**config.mk**
```make
export PLATFORM = sky130hd
export DESIGN_NAME = la_checkpoint_capture
export DESIGN_NICKNAME = d
export VERILOG_FILES = /design/src/rtl/la_checkpoint_capture.sv
export SDC_FILE = /design/constraint.sdc
export NUM_CORES = 1
export LEC_CHECK = 0
export CAP_MARGIN = 20
export CORE_MARGIN = 1
export CORE_UTILIZATION = 40
export DETAILED_ROUTE_END_ITERATION = 10
export HOLD_SLACK_MARGIN = 0.15
export SETUP_SLACK_MARGIN = 0.05
export SKIP_LAST_GASP = 1
export SYNTH_ARGS = -nofsm -noshare
export SYNTH_HDL_FRONTEND = slang
export SYNTH_SLANG_ARGS = --single-unit
```
**constraint.sdc**
```tcl
create_clock -name core_clk -period 6.57 [get_ports core_clk]
set_clock_uncertainty 0.1 [all_clocks]
set_input_delay 1.314 -clock core_clk [delete_from_list [all_inputs] [get_ports core_clk]]
set_output_delay 1.314 -clock core_clk [all_outputs]
set_load 0.02 [all_outputs]
```
**src/rtl/la_checkpoint_capture.sv**
```systemverilog
// la_checkpoint_capture: records each change of the la_output checkpoint field into a drainable FIFO.
// Optional LA_CKPT_TIMESTAMP_EN adds a free-running cycle timestamp to every entry.
module la_checkpoint_capture #(
    parameter int DEPTH    = 8,
    parameter int CKPT_LSB = 32,
    parameter int CKPT_W   = 6,
    parameter int DATA_LSB = 0
) (
    input  logic                     core_clk,
    input  logic                     core_rst,
    input  logic [127:0]             la_output,
    input  logic                     enable,
    output logic                     out_valid,
    input  logic                     out_ready,
    output logic [CKPT_W-1:0]        out_ckpt,
    output logic [31:0]              out_data,
    output logic [31:0]              out_time,
    output logic [$clog2(DEPTH):0]   level,
    output logic                     overflow,
    input  logic                     clr_overflow
);
    localparam int AW = $clog2(DEPTH);

    logic [127:0]      la_q;
    logic              la_unused;
    logic [CKPT_W-1:0] ckpt_prev;
    logic [CKPT_W-1:0] ckpt_cur;
    logic [31:0]       data_cur;
    logic [AW:0]       wptr;
    logic [AW:0]       rptr;
    logic [CKPT_W-1:0] ckpt_mem [DEPTH];
    logic [31:0]       data_mem [DEPTH];
    logic              push;
    logic              pop;
    logic              full;
    logic              empty;
    logic              wr;

    assign la_unused = ^la_q;
    assign ckpt_cur  = la_q[CKPT_LSB +: CKPT_W];
    assign data_cur  = la_q[DATA_LSB +: 32];
    assign push      = enable && (ckpt_cur != ckpt_prev);
    assign empty     = wptr == rptr;
    assign full      = (wptr[AW] != rptr[AW]) && (wptr[AW-1:0] == rptr[AW-1:0]);
    assign out_valid = !empty;
    assign pop       = out_valid && out_ready;
    // A full FIFO still accepts a push when the head leaves on the same edge
    assign wr        = push && (!full || pop);
    assign level     = wptr - rptr;
    assign out_ckpt  = out_valid ? ckpt_mem[rptr[AW-1:0]] : '0;
    assign out_data  = out_valid ? data_mem[rptr[AW-1:0]] : '0;

    always_ff @(posedge core_clk or posedge core_rst) begin
        if (core_rst) begin
            la_q      <= '0;
            ckpt_prev <= '0;
            wptr      <= '0;
            rptr      <= '0;
            overflow  <= 1'b0;
        end else begin
            la_q      <= la_output;
            ckpt_prev <= ckpt_cur;
            if (wr) wptr <= wptr + 1'b1;
            if (pop) rptr <= rptr + 1'b1;
            overflow  <= (push && full && !pop) || (overflow && !clr_overflow);
        end
    end

    always_ff @(posedge core_clk) begin
        if (wr) begin
            ckpt_mem[wptr[AW-1:0]] <= ckpt_cur;
            data_mem[wptr[AW-1:0]] <= data_cur;
        end
    end

`ifdef LA_CKPT_TIMESTAMP_EN
    logic [31:0] ts;
    logic [31:0] time_mem [DEPTH];

    always_ff @(posedge core_clk or posedge core_rst) begin
        if (core_rst) ts <= '0;
        else ts <= ts + 1'b1;
    end

    always_ff @(posedge core_clk) begin
        if (wr) time_mem[wptr[AW-1:0]] <= ts;
    end

    assign out_time = out_valid ? time_mem[rptr[AW-1:0]] : '0;
`else
    assign out_time = '0;
`endif
endmodule

```
==> results.py, run 1 <==
metrics = {
    "min_path": {
        "hp-class": "reg -> reg",
        "hold_depth": 1,
        "min_from": "rptr[3]$_DFFE_PP0P_",
        "min_to": "rptr[3]$_DFFE_PP0P_",
    },
    "run_status": {
        "status": "finished, final reports clean",
    },
    "sta": {
        "fin_crit_sh_pct": 75.5,
        "fmax_mhz": 202,
        "hold_viol": 0,
        "worstMarginPinSlew_ps": 986,
        "setup_viol": 0,
        "finalSetupTns_ps": 0,
        "maxSlewViolCount": 0,
        "min_period_ps": 4960,
        "rsz0062_at_grt": "false",
        "hold_slack_ps": 409,
        "relSlewSlack_pct": 34.3,
    },
    "critical_path": {
        "r2r-end": "data_mem[4][17]$_DFFE_PP_",
        "crit_family": "buffers and inverters",
        "cp-end-kind": "output pin",
        "r2r_start": "rptr[1]$_DFFE_PP0P_",
        "worstSetupStartpointType": "register",
        "path_cells": "inv_1 -> ha_1 -> and4_2 -> buf_4 -> a21oi_1 -> clkdlybuf4s50_1",
        "worstPathRequired_ps": 5160,
        "path_class": "reg -> out",
        "arrival_ps": 3540,
        "cp_max_fo": 31,
        "reg2reg_setup_slack_ps": 3480,
        "slowest_stage": "and4_2",
        "reg2regPathDepth": 6,
        "path_buf_inv": 3,
        "slowest_delay_ps": 910,
    },
    "global_routing": {
        "grt_max_degree": 55,
        "use_met1_pct": 22.2,
        "antenna_found_initial": 0,
        "grt_pass1_wl_um": 41700,
        "grtUsageTotal_pct": 16.6,
        "grt.overflow.total": 0,
        "grt_util_met2_pct": 28.0,
        "grtUsageMet3_pct": 2.62,
        "grt_pass1_vias": 6912,
        "grt.busiest_layer": "met2",
    },
    "synth": {
        "synth-edff-count": 304,
        "synth_xor_area_share_pct": 0.972,
        "synth_ff_type": "edfxtp_1",
        "synth_seq_area_share_pct": 77.4,
        "synthesis.area_um2": 13500,
        "yosys_warnings": 0,
        "yosys.area_share.simple_pct": 3.26,
        "synthCells": 671,
        "synthTopCellsByCount": "edfxtp_1, nand2_1, mux4_2",
        "avgSynthCellArea_um2": 20.1,
        "yosysMostFrequentCell": "edfxtp_1",
        "synthArstFlopShare_pct": 14.8,
        "synth_mux_area_share_pct": 12.9,
        "synth-seq-cells": 357,
        "synth_top_area_share_pct": 67.6,
        "yosys.cell_types.count": 31,
        "netlist_top_cells_area": "edfxtp_1, mux4_2, dfrtp_1",
        "synth_top_family_by_area": "multiplexers",
        "synth-compound-area-share_pct": 1.55,
        "yosysTopAreaCell": "edfxtp_1",
        "synthAdderAreaFrac_pct": 0.611,
    },
    "run": {
        "cap_violations": 0,
    },
    "pwr": {
        "power-per-cell-area_nw_per_um2": 480,
        "leakage_nw": 5.40,
        "finalPower_mw": 7.65,
        "peakVddDrop_mv": 0.528,
    },
    "detailed_routing": {
        "viasPerCell": 5.01,
        "drt-pass1-iter-count": 5,
        "wl_um": 27300,
        "antenna_left": 0,
        "wire_per_inst_um": 21.9,
        "drc": 0,
        "dr.first_iter.drc_count": 590,
        "vias": 6247,
    },
    "clock_tree": {
        "numCtsBuffers": 36,
        "ctsResizeCount": 0,
        "htreeDepth": 2,
        "cts.clk_slew.worst_paths_ps": 60,
        "clock-sinks": 357,
        "cts_tree": "yes",
        "cts_setup_buffers": 0,
        "cts_hold_buf": 0,
        "cts_max_path_buffers": 3,
        "cts-root-buf": "clkbuf_16",
        "clk_latency_ps": 520,
    },
    "floorplan": {
        "pin_count": 209,
        "die_x_um": 186,
        "core_um2": 32900,
        "num_rows": 66,
        "dieArea_um2": 34500,
        "start_util_pct": 41.1,
        "die_y_um": 186,
    },
    "place": {
        "port_buffers": 86,
        "place_congestion": 0.693,
        "dp_cells": 1183,
        "hpwlAfterDp_um": 14200,
    },
    "finish": {
        "stdcell_count": 1247,
        "area_growth_pct": 18.1,
        "drive_gt1_share_pct": 20.5,
        "diodes": 0,
        "final_nets": 919,
    },
}
[cells by family after synthesis]
kind of cell               count (synthesis)
muxes                                     78
DFF                                      357
xor gates and xnor gates                  15
adders and majority gates                  6
buffers and inverters                     74
AOI/OAI and AO/OA                         41
other                                      1
and+or+nand+nor                           99
[cell usage in the layout, fill, tap and decap left out, types with 10 or more instances in the layout]
master | netlist | layout
conb_1 | 1 | 32
edfxtp_1 | 304 | 304
clkdlybuf4s50_1 | 0 | 86
mux4_2 | 76 | 76
buf_4 | 38 | 16
dfrtp_1 | 53 | 50
nand2_1 | 79 | 79
xnor2_1 | 10 | 10
a21oi_1 | 39 | 39
clkbuf_16 | 0 | 37
[sequential cells by signal, indices dropped and copies added (netlist names)]
register	flops
data_mem	256
ckpt_mem	48
la_q	38
ckpt_prev	6
rptr	4
wptr	4
overflow	1
[worst max-delay path by stage]
stage,start,end,slack [ps],cells past startpoint
floorplan,out_ready,ckpt_mem[1][0]$_DFFE_PP_,660,4
global placement,rptr[0]$_DFFE_PP0P_,out_data[18],1910,5
detailed placement,rptr[0]$_DFFE_PP0P_,out_data[18],1860,5
CTS,rptr[0]$_DFFE_PP0P_,out_data[18],1300,5
global route,rptr[0]$_DFFE_PP0P_,out_data[11],1350,6
finish,rptr[1]$_DFFE_PP0P_,out_data[14],1610,6
[power breakdown]
group	total, mW	switching (mW)	internal, mW
logic	2.68	1.45	1.23
clock network	1.96	0.799	1.16
registers	3.01	0.199	2.81
[layout make-up]
class / count / area, um2
clock inverters: 16 / 160
flip-flops and latches: 357 / 10500
well taps: 442 / 553
inverters: 11 / 41.3
clock buffers: 47 / 973
repair buffers: 103 / 1010
multi-input cells: 271 / 2750
fillers: 2750 / 16900
[stage by stage]
| stage | setup slack [ps] | utilization (%) | area (um2) |
|---|---|---|---|
| after global routing | 1350 | 48.5 | 16000 |
| final | 1610 | 48.5 | 16000 |
| after CTS | 1300 | 48.5 | 15900 |
| after floorplan | 664 | - | 13600 |
| after detailed placement | 1860 | 45.0 | 14800 |
| after global placement | 1910 | 45.0 | 14800 |
[metal layers]
| layer | vias up | share of wire [%] | wire [um] |
|---|---|---|---|
| met2 | 219 | 52 | 14100 |
| met4 | 0 | 2.0 | 539 |
| met1 | 3205 | 40 | 11000 |
| met3 | 45 | 6.1 | 1680 |
| li1 | 2778 | - | - |
| met5 | - | 0 | 0 |
(Power assumes the default switching activity.)
==> run 2, diff against run 1 <==
==> constraint.sdc (replaced) <==
create_clock -name core_clk -period 4.3 [get_ports core_clk]
set_clock_uncertainty 0.1 [all_clocks]
set_input_delay 0.86 -clock core_clk [delete_from_list [all_inputs] [get_ports core_clk]]
set_output_delay 0.86 -clock core_clk [all_outputs]
set_load 0.02 [all_outputs]
==> results.py, run 2 (same netlist as run 1, synthesis figures left out) <==
metrics = {
    "global_routing": {
        "grt_max_degree": 80,
        "grtUsageTotal_pct": 16.3,
        "grt.overflow.total": 0,
        "grt_pass1_wl_um": 40400,
        "grt_pass1_vias": 6813,
        "antenna_found_initial": 0,
    },
    "detailed_routing": {
        "wl_met2_um": 13400,
        "wl_met3_um": 1150,
        "antenna_left": 0,
        "wire_per_inst_um": 21.4,
        "drc": 0,
        "viasPerCell": 5.11,
        "dr.first_iter.drc_count": 522,
        "drt-pass1-iter-count": 4,
        "wl_um": 26700,
        "top_layer": "met4",
        "wl_met1_um": 11500,
        "vias": 6373,
    },
    "pwr": {
        "seq_power_share_pct": 37.6,
        "p_switching_mw": 3.76,
        "leakage_nw": 5.44,
        "swShare_pct": 31.7,
        "peakVddDrop_mv": 0.719,
        "clock_power_share_pct": 26.3,
        "power-per-cell-area_nw_per_um2": 736,
        "combPwrFrac_pct": 36.1,
        "p_int_mw": 8.10,
    },
    "sta": {
        "fin_crit_sh_pct": 94.3,
        "relSlewSlack_pct": 51.5,
        "setup_viol": 0,
        "rsz0062_at_grt": "false",
        "finalSetupTns_ps": 0,
        "hold_slack_ps": 392,
        "hold_viol": 0,
        "fmax_mhz": 247,
        "maxSlewViolCount": 0,
        "min_period_ps": 4050,
        "worstMarginPinSlew_ps": 728,
    },
    "run_status": {
        "status": "finished, final reports clean",
    },
    "critical_path": {
        "path_class": "reg -> out",
        "worstPathRequired_ps": 3340,
        "reg2reg_setup_slack_ps": 1220,
        "reg2regPathDepth": 6,
        "arrival_ps": 3090,
        "slowest_stage": "and4_4",
        "path_cells": "inv_1 -> ha_1 -> and4_4 -> buf_4 -> a21oi_1 -> clkdlybuf4s50_1",
        "cp_max_fo": 32,
        "slowest_delay_ps": 580,
        "cp-end-kind": "output pin",
        "crit_family": "buffers and inverters",
        "r2r-end": "data_mem[6][27]$_DFFE_PP_",
        "worstSetupStartpointType": "register",
        "path_buf_inv": 3,
        "r2r_start": "wptr[0]$_DFFE_PP0P_",
    },
    "floorplan": {
        "core_um2": 32900,
        "die_x_um": 186,
        "die_y_um": 186,
        "start_util_pct": 41.1,
        "num_rows": 66,
        "pin_count": 209,
        "dieArea_um2": 34500,
    },
    "clock_tree": {
        "htreeDepth": 2,
        "cts_setup_buffers": 0,
        "clk_latency_ps": 500,
        "cts-root-buf": "clkbuf_16",
        "clock-sinks": 357,
        "cts_max_path_buffers": 3,
        "cts_tree": "yes",
        "cts.clk_slew.worst_paths_ps": 60,
        "numCtsBuffers": 36,
    },
    "run": {
        "cap_violations": 0,
    },
    "finish": {
        "layout_commonest_cell": "edfxtp_1",
        "area_growth_pct": 19.2,
        "final_nets": 920,
        "largest_register_ffs": 256,
        "diodes": 0,
        "drive_gt1_share_pct": 20.6,
        "final_cell_mix": "edfxtp_1, clkdlybuf4s50_1, nand2_1, mux4_2, dfrtp_1",
    },
    "place": {
        "hpwlAfterDp_um": 13600,
        "place_congestion": 0.769,
        "port_buffers": 86,
    },
    "min_path": {
        "min_from": "rptr[3]$_DFFE_PP0P_",
        "hp-class": "reg -> reg",
        "min_to": "rptr[3]$_DFFE_PP0P_",
        "hold_depth": 1,
    },
}
-- run 2: cell types whose count changed in the layout (fill, tap and decap cells not counted), moves of 2 or more --
cell	previous run	this run
buf_4	16	13
buf_12	0	4
bufinv_16	3	5
nor4_4	0	4
clkinv_2	9	7
nor4_2	5	1
-- run 2: cell type report --
type | instances | area (um2)
clock buffer | 46 | 970
clock inverter | 17 | 213
fill | 2748 | 16800
inverter | 11 | 41.3
multi-input combinational | 271 | 2800
sequential | 357 | 10500
tap | 442 | 553
timing repair buffer | 104 | 1070
-- run 2: how the worst max path moves through the flow --
stage / slack (ps) / end / cells after the start / start
4_1_cts: 200 / out_data[13] / 6 / wptr[0]$_DFFE_PP0P_
6_report: 250 / out_data[13] / 6 / wptr[0]$_DFFE_PP0P_
5_1_grt: 140 / out_data[8] / 6 / wptr[0]$_DFFE_PP0P_
2_1_floorplan: -50 / ckpt_mem[0][0]$_DFFE_PP_ / 8 / rptr[1]$_DFFE_PP0P_
3_5_place_dp: 390 / out_data[13] / 6 / wptr[0]$_DFFE_PP0P_
3_3_place_gp: 430 / out_data[13] / 6 / wptr[0]$_DFFE_PP0P_
-- run 2: power by group through the flow --
stage / registers, mW / clock network, mW / logic [mW]
final: 4.46 / 3.12 / 4.28
after global routing: 4.50 / 3.32 / 4.61
after CTS: 4.47 / 3.19 / 4.40
after detailed placement: 4.54 / 0 / 4.37
after global placement: 4.49 / 0 / 4.34
after floorplan: 4.48 / 0 / 2.70
-- run 2: repair_timing --
item                       CTS  global route
gates resized for setup      1             0
hold buffers                 0             0
setup endpoints to repair   17             0
-- run 2: per-layer routing --
metal / GRT usage, % / vias up
li1: - / 2777
met1: 21.3 / 3350
met2: 27.6 / 194
met3: 2.68 / 52
met4: 5.67 / 0
met5: 0 / -
-- run 2: metrics by stage --
step	util, %	setup WS, ps	total power, mW	instances	cell area, um2
after global routing	49.0	142	12.4	1248	16100
after detailed placement	45.4	394	8.90	1185	14900
final	49.0	247	11.9	1248	16100
after floorplan	-	-45.1	7.18	702	13700
after global placement	45.3	429	8.83	1184	14900
after CTS	49.0	204	12.0	1248	16100
==> run 3, diff against run 2 <==
--- a/config.mk
+++ b/config.mk
@@ -15,3 +15,4 @@
 export SYNTH_ARGS = -nofsm -noshare
 export SYNTH_HDL_FRONTEND = slang
 export SYNTH_SLANG_ARGS = --single-unit
+export TNS_END_PERCENT = 30
==> results of run 3 <==
No change in the layout: final DEF, timing and power equal those of run 2.
